--- src/rtl/cut_stepper_driver_if.sv ---
// Cut-controller to blade-stepper link: run request and direction in, coil drive and angle out.
interface cut_stepper_driver_if;
   logic       en_i;
   logic       direction_i;
   logic [3:0] coil_o;
   logic       step_o;
   logic [8:0] position_o;
   logic       busy_o;

   modport master (
      output en_i, direction_i,
      input  coil_o, step_o, position_o, busy_o
   );

   modport slave (
      input  en_i, direction_i,
      output coil_o, step_o, position_o, busy_o
   );
endinterface

--- src/rtl/cut_stepper_driver.sv ---
// Half-step driver for the 4-phase blade stepper: one step every STEP_CYCLES while en_i is high,
// coils held for HOLD_CYCLES after en_i falls; all outputs registered, no backpressure.
module cut_stepper_driver #(
   parameter int STEP_CYCLES = 500000,
   parameter int HOLD_CYCLES = 2500000,
   parameter int POS_STEPS   = 400
) (
   input logic                 clk,
   input logic                 rst,
   cut_stepper_driver_if.slave bus
);
   localparam logic [1:0]  ST_IDLE   = 2'd0;
   localparam logic [1:0]  ST_RUN    = 2'd1;
   localparam logic [1:0]  ST_HOLD   = 2'd2;
   localparam logic [31:0] STEP_LAST = 32'(STEP_CYCLES - 1);
   localparam logic [31:0] HOLD_LAST = (HOLD_CYCLES > 0) ? 32'(HOLD_CYCLES - 1) : 32'd0;
   localparam logic [8:0]  POS_LAST  = 9'(POS_STEPS - 1);

   logic [1:0]  state;
   logic [31:0] tick;
   logic [2:0]  phase;
   logic [8:0]  position;
   logic [3:0]  coil;
   logic        step;
   logic        busy;
   logic [2:0]  phase_nxt;
   logic [8:0]  pos_nxt;

   function automatic logic [3:0] half_step(input logic [2:0] p);
      case (p)
         3'd0:    half_step = 4'b1000;
         3'd1:    half_step = 4'b1100;
         3'd2:    half_step = 4'b0100;
         3'd3:    half_step = 4'b0110;
         3'd4:    half_step = 4'b0010;
         3'd5:    half_step = 4'b0011;
         3'd6:    half_step = 4'b0001;
         default: half_step = 4'b1001;
      endcase
   endfunction

   // Angle wraps on an explicit compare since POS_STEPS need not be a power of two.
   always_comb begin
      phase_nxt = phase;
      pos_nxt   = position;
      if (!bus.direction_i) begin
         phase_nxt = phase + 3'd1;
         pos_nxt   = (position == POS_LAST) ? 9'd0 : position + 9'd1;
      end else begin
         phase_nxt = phase - 3'd1;
         pos_nxt   = (position == 9'd0) ? POS_LAST : position - 9'd1;
      end
   end

   always_ff @(posedge clk or posedge rst) begin
      if (rst) begin
         state    <= ST_IDLE;
         tick     <= 32'd0;
         phase    <= 3'd0;
         position <= 9'd0;
         coil     <= 4'd0;
         step     <= 1'b0;
         busy     <= 1'b0;
      end else begin
         step <= 1'b0;
         case (state)
            ST_IDLE: begin
               if (bus.en_i) begin
                  state <= ST_RUN;
                  tick  <= 32'd0;
                  coil  <= half_step(phase);
                  busy  <= 1'b1;
               end
            end
            ST_RUN: begin
               // Dropping en_i discards the partial step, even one due this very cycle.
               if (!bus.en_i) begin
                  tick <= 32'd0;
                  if (HOLD_CYCLES == 0) begin
                     state <= ST_IDLE;
                     coil  <= 4'd0;
                     busy  <= 1'b0;
                  end else begin
                     state <= ST_HOLD;
                  end
               end else if (tick == STEP_LAST) begin
                  tick     <= 32'd0;
                  step     <= 1'b1;
                  phase    <= phase_nxt;
                  position <= pos_nxt;
                  coil     <= half_step(phase_nxt);
               end else begin
                  tick <= tick + 32'd1;
               end
            end
            ST_HOLD: begin
               if (bus.en_i) begin
                  state <= ST_RUN;
                  tick  <= 32'd0;
               end else if (tick == HOLD_LAST) begin
                  state <= ST_IDLE;
                  tick  <= 32'd0;
                  coil  <= 4'd0;
                  busy  <= 1'b0;
               end else begin
                  tick <= tick + 32'd1;
               end
            end
            default: begin
               state <= ST_IDLE;
               tick  <= 32'd0;
               coil  <= 4'd0;
               busy  <= 1'b0;
            end
         endcase
      end
   end

   assign bus.coil_o     = coil;
   assign bus.step_o     = step;
   assign bus.position_o = position;
   assign bus.busy_o     = busy;
endmodule

--- src/flat_wrapper.sv ---
// flat-port wrapper written by rule: the top's interface ports become plain ports
module cut_stepper_driver_flat 
#(
   parameter int STEP_CYCLES = 500000,
   parameter int HOLD_CYCLES = 2500000,
   parameter int POS_STEPS   = 400
)
  (clk, rst, bus_en_i, bus_direction_i, bus_coil_o, bus_step_o, bus_position_o, bus_busy_o);
  cut_stepper_driver_if bus_i ();
  input logic clk;
  input logic rst;
  input wire logic [$bits(bus_i.en_i)-1:0] bus_en_i;
  input wire logic [$bits(bus_i.direction_i)-1:0] bus_direction_i;
  output wire logic [$bits(bus_i.coil_o)-1:0] bus_coil_o;
  output wire logic [$bits(bus_i.step_o)-1:0] bus_step_o;
  output wire logic [$bits(bus_i.position_o)-1:0] bus_position_o;
  output wire logic [$bits(bus_i.busy_o)-1:0] bus_busy_o;
  assign bus_i.en_i = bus_en_i;
  assign bus_i.direction_i = bus_direction_i;
  assign bus_coil_o = bus_i.coil_o;
  assign bus_step_o = bus_i.step_o;
  assign bus_position_o = bus_i.position_o;
  assign bus_busy_o = bus_i.busy_o;
  cut_stepper_driver #(.STEP_CYCLES(STEP_CYCLES), .HOLD_CYCLES(HOLD_CYCLES), .POS_STEPS(POS_STEPS)) u_core (.clk(clk), .rst(rst), .bus(bus_i));
endmodule
--- config.mk ---
export PLATFORM = sky130hd
export DESIGN_NAME = cut_stepper_driver_flat
export DESIGN_NICKNAME = d
export VERILOG_FILES = /design/src/rtl/cut_stepper_driver_if.sv /design/src/rtl/cut_stepper_driver.sv /design/src/flat_wrapper.sv
export SDC_FILE = /design/constraint.sdc
export NUM_CORES = 1
export LEC_CHECK = 0
export CAP_MARGIN = 20
export CORE_MARGIN = 10
export CORE_UTILIZATION = 40
export DETAILED_ROUTE_END_ITERATION = 6
export PLACE_DENSITY = 0.61
export SETUP_SLACK_MARGIN = 0.1
export SYNTH_ARGS = -nofsm -noshare
export SYNTH_HDL_FRONTEND = slang
export SYNTH_SLANG_ARGS = --single-unit
--- constraint.sdc ---
create_clock -name clk -period 3.1 [get_ports clk]
set_input_delay 0.62 -clock clk [delete_from_list [all_inputs] [get_ports clk]]
set_output_delay 0.62 -clock clk [all_outputs]
set_load 0.05 [all_outputs]
== Word-level counts from Yosys, hierarchy flattened ==
Cells that the tools add are included.

* Register bits: 52
* Output and inout bits: 15
* Input port bits: 4

* Reduce and logical (&&, ||, !) cells: 8
* $add $sub $neg: 5
* Bitwise gates (word level): 1
* Equal/unequal tests: 24
* Mux-type cells: 30

{| class="wikitable"
|+ Operator list
! kind !! number
|-
| two-way mux 32 bit || 5
|-
| case mux 32 bit (3 select lines) || 1
|-
| case mux 4 bit (7 select lines) || 2
|-
| adder 32 x 1 -> 32 bit, second input constant || 1
|-
| == test 32 x 19 -> 1 bit, second input constant || 1
|-
| == test 32 x 22 -> 1 bit, second input constant || 1
|-
| two-way mux 9 bit || 3
|-
| two-way mux 4 bit || 5
|-
| == test 3 bit, second input constant || 6
|-
| == test 3 x 2 -> 1 bit, second input constant || 4
|-
| case mux 4 bit (3 select lines) || 1
|-
| adder 9 x 1 -> 9 bit, second input constant || 1
|-
| == test 9 bit, second input constant || 1
|-
| logical NOT 9 bit || 1
|-
| subtractor 9 x 1 -> 9 bit, second input constant || 1
|-
| two-way mux 2 bit || 4
|-
| inequality test 2 bit, second input constant || 4
|-
| == test 3 x 1 -> 1 bit, second input constant || 2
|-
| logical NOT 3 bit || 2
|-
| two-way mux 1 bit || 6
|-
| case mux 2 bit (3 select lines) || 1
|-
| AND reduction 3 bit || 2
|-
| AND reduction 5 bit || 1
|-
| inequality test 2 x 1 -> 1 bit, second input constant || 2
|-
| 10 further kinds || 10
|}

== Logic depth before layout (Yosys ltp) ==
* Word-level depth: 7
* Mapped depth: 10
* Depth with buffers taken out: 9

== Worst setup path after synthesis ==
OpenSTA, ideal clock, no wires.

* Path type: register -> register
* From: register u_core.phase[0]
* To: register u_core.coil[2], in the netlist u_core.bus.coil_o[2]
* Buffers on the path: 0
* Setup time: 125 ps
* Arrival time: 1995 ps
* Setup slack: 980 ps
* Required time: 2975 ps
* Cell stages (with the launch flop): 9
* Cells stage by stage: dfrtp_1 > inv_1 > ha_1 > ha_1 > or3_1 > a211oi_1 > a21oi_1 > a22o_1 > mux2_2

* Word-level cells in the longest chain between the ends: 7

{| class="wikitable"
|+ Ends and longest elaborated chain
! item !! line !! text
|-
| from (decl) || cut_stepper_driver.sv:21 || <nowiki>logic [2:0] phase;</nowiki>
|-
| from (signal assigned) || cut_stepper_driver.sv:89 || <nowiki>phase <= phase_nxt;</nowiki>
|-
| adder 3 x 1 -> 3 bit or subtractor 3 x 1 -> 3 bit (tied branches) || cut_stepper_driver.sv:47, cut_stepper_driver.sv:50 ||
|-
| two-way mux 3 bit || cut_stepper_driver.sv:46 || <nowiki>if (!bus.direction_i) begin</nowiki>
|-
| == test 3 bit (tied with other cells) || cut_stepper_driver.sv:30 || <nowiki>case (p)</nowiki>
|-
| case mux 4 bit (7 select lines) || cut_stepper_driver.sv:30 ||
|-
| two-way mux 4 bit || cut_stepper_driver.sv:86 || <nowiki>end else if (tick == STEP_LAST) begin</nowiki>
|-
| two-way mux 4 bit || cut_stepper_driver.sv:77 || <nowiki>if (!bus.en_i) begin</nowiki>
|-
| case mux 4 bit (3 select lines) * || cut_stepper_driver.sv:66 || <nowiki>case (state)</nowiki>
|-
| to (signal assigned) || cut_stepper_driver.sv:71 || <nowiki>coil <= half_step(phase);</nowiki>
|-
| to (signal assigned) || cut_stepper_driver.sv:91 || <nowiki>coil <= half_step(phase_nxt);</nowiki>
|-
| to (decl) || cut_stepper_driver.sv:23 || <nowiki>logic [3:0] coil;</nowiki>
|}

Mark *: on every way between the ends. The rest lies on a longest branch, timed or not. The select of a mux whose other input is x is not followed.
A chain may end at the register's enable or synchronous reset.

== Worst setup path after layout ==
* From: register u_core.position[4], in the netlist u_core.bus.position_o[4]
* To: output port bus_position_o[4]

{| class="wikitable"
|+ RTL lines
! item !! line !! text
|-
| from (decl) || cut_stepper_driver.sv:22 || <nowiki>logic [8:0] position;</nowiki>
|-
| from (signal assigned) || cut_stepper_driver.sv:90 || <nowiki>position <= pos_nxt;</nowiki>
|-
| to (decl) || flat_wrapper.sv:16 || <nowiki>output wire logic [$bits(bus_i.position_o)-1:0] bus_position_o;</nowiki>
|}

No word-level cell between the ends.

==> results.yml <==
setup_path:
  critPathBufInv: 1
  crit_type: "reg2out"
  endpoint_kind: "primary output"
  cp_slowest_cell: "clkdlybuf4s50_1"
  setup.worst_path.end: "bus_position_o[4]"
  timing.rr.start: "u_core.phase[0]"
  cp.arrival_ns: 1.73
  worstPathRequired_ns: 2.48
  r2r_slack_ns: 0.77
  crit_chain: "clkdlybuf4s50_1"
  cpPeakStageDelay_ns: 0.88
  cp.depth: 1
  crit_start: "u_core.bus.position_o[4]"
  critical_path.max_fanout: 11
  r2r-end: "u_core.bus.coil_o[2]"
  start_kind: "flop"
  path_delay_family: "buffers and inverters"
  reg2reg_depth: 8
floorplan:
  fp-row-count: 34
  die_area_sq_um: 12900
  core-area_sq_um: 8640
  chipHeight_microns: 114
  ios: 19
  die_w_microns: 114
  start_util: 0.405
placement:
  place_area_sq_um: 3810
  place_hpwl_mm: 5.77
  place_inst: 532
  gp_congestion: 0.811
  io_buffers: 18
cts:
  clock-sinks: 52
  clk_latency_ns: 0.31
  root_buffer: "clkbuf_8"
  clock_path_buffers: 2
  cts_resized: 0
  postCtsHoldBufs: 0
  cts_inserted_buffers: 5
  clkTransAtPathRegs_ns: 0.09
  postCtsSetupBuffers: 0
  cts_tree: "yes"
  cts_max_level: 2
yosys:
  synthCells: 416
  synth_seq_cells: 52
  synth.distinct_cells: 60
  ys.warnings.count: 0
  synth_edf_count: 0
  async_flop_share: 1.00
  ys.flop_type: "dfrtp_1"
  synth_seq_area_share: 0.372
  syn_nets: 434
  avgSynthCellArea_sq_um: 8.41
  synthesis.area_sq_um: 3500
timing:
  finalMaxSlewViolations: 0
  skew_ns: 0.00645
  fmax_mhz: 426
  period_minus_slack_ns: 2.35
  finalCritPeriodShare: 0.757
  final.setup.tns_ns: 0
  setup_viol: 0
  tightest_slew_ns: 0.702
  relSlewSlack: 0.532
  hold_viol_final: 0
  rsz0062_at_grt: "false"
power:
  cellPowerDensity_nw_per_um2: 517
  p_leak_nw: 1.63
  total_power_w: 0.00202
  ir_worst_vdd_uv: 182
worst_hold_path:
  hold_path_class: "reg2reg"
cells_and_area:
  mostFrequentLayoutCell: "dfrtp_1"
  layout_common_cells: "52 x dfrtp_1, 48 x nand2_1, 39 x nand3_1"
  areaGrowthSynthToFinish_pct: 11.7
  register_area_sq_um: 1300
  stdcell_count: 539
  multiInputGateArea_sq_um: 2020
  drive_gt1_frac: 0.0812
  nNetsFinal: 449
  n_fill_cell: 863
  final_area_sq_um: 3910
  fin_util: 0.452
  diodes: 0
global_routing:
  grt_max_degree: 53
  grt_usage: 0.128
  grt_pass1_vias: 2898
  globalRoute.totalOverflow: 0
  antenna_found_initial: 0
  grt_pass1_wl_mm: 14.1
detailed_routing:
  postRouteAntennaNets: 0
  routedWlPerCell_microns: 15.2
  first_pass_iters: 4
  routed_wl_mm: 8.22
  vias: 3140
  drtIter0Drc: 153
  viasPerCell: 5.83
  drc: 0
job:
  drv_cap: 0
status:
  status: "completed"
## cell type report
| cell class | count | area share |
|---|---|---|
| inverters | 18 | 0.0173 |
| clock buffers | 7 | 0.0247 |
| well taps | 108 | 0.0346 |
| flip-flops and latches | 52 | 0.333 |
| multi-input cells | 324 | 0.518 |
| repair buffers | 30 | 0.0724 |
## sequential cells by signal, indices dropped and copies added, names as in the netlist
name	cells
u_core.tick	32
u_core.bus.position_o	9
u_core.bus.coil_o	4
u_core.phase	3
u_core.state	2
u_core.bus.busy_o	1
u_core.bus.step_o	1
## layer usage
layer  vias up  track usage  part of all wire
li1       1570            -                 -
met1      1504        0.179              0.51
met2        58        0.192              0.43
met3         8       0.0268             0.041
met4         0       0.0381             0.013
met5         -            0                 0
## worst reg2reg max path: cells and delay by family (launching register included)
family / cells / cell delay [ns]
adders and majority gates: 2 / 0.50
DFF: 1 / 0.46
and+or+nand+nor: 1 / 0.34
buffers and inverters: 1 / 0.13
muxes: 1 / 0.25
AOI/OAI and AO/OA: 3 / 0.55
## report_power, final
part	switching, W	internal [W]
clock network	0.000222	0.000199
registers	0.0000270	0.000716
logic	0.000532	0.000322
## worst min path at each step
stage          cells past startpoint  slack, ns            startpoint                    to
2_1_floorplan                      1       0.47       u_core.tick[29]       u_core.tick[29]
3_3_place_gp                       1       0.48       u_core.tick[29]       u_core.tick[29]
3_5_place_dp                       1       0.49  u_core.bus.coil_o[2]  u_core.bus.coil_o[2]
4_1_cts                            1       0.51  u_core.bus.coil_o[2]  u_core.bus.coil_o[2]
5_1_grt                            1       0.53       u_core.tick[29]       u_core.tick[29]
6_report                           1       0.51  u_core.bus.coil_o[0]  u_core.bus.coil_o[0]
## cells in the mapped netlist (4+ instances only)
master	n	share of area
nor3_1	10	0.014
dfrtp_1	52	0.37
nand2b_1	4	0.0072
mux2_2	4	0.013
nor2b_1	4	0.0072
a31oi_1	12	0.021
o311ai_0	8	0.020
clkbuf_1	10	0.011
nor4_1	6	0.011
nand3_1	39	0.056
and3_1	12	0.021
a21o_1	4	0.0086
buf_2	6	0.0086
nor2_1	23	0.025
inv_1	17	0.018
mux2i_1	6	0.017
and2_1	5	0.0089
a22o_1	4	0.010
o31ai_1	7	0.015
o21ai_0	32	0.046
nand2_1	48	0.052
nand4_1	12	0.021
ha_1	14	0.050
a21oi_1	16	0.023
xnor2_1	4	0.010
or3_1	11	0.020
## through the flow
| step | setup WS [ns] | hold WS (ns) |
|---|---|---|
| after CTS | 0.730 | 0.515 |
| after detailed placement | 0.578 | 0.492 |
| after global routing | 0.540 | 0.526 |
| after global placement | 0.647 | 0.478 |
| final | 0.754 | 0.510 |
| after floorplan | 0.980 | 0.465 |
## logic make-up after synthesis
logic type	Yosys count	share of synthesized area
AO/OA/AOI/OAI	104	0.197
XOR/XNOR	4	0.0100
adder cells (fa/ha/maj)	14	0.0501
buffers and inverters	40	0.0519
flip-flops	52	0.372
multiplexers	10	0.0300
AND/OR/NAND/NOR	192	0.289
Note: power is estimated with default switching activity, not from simulation.
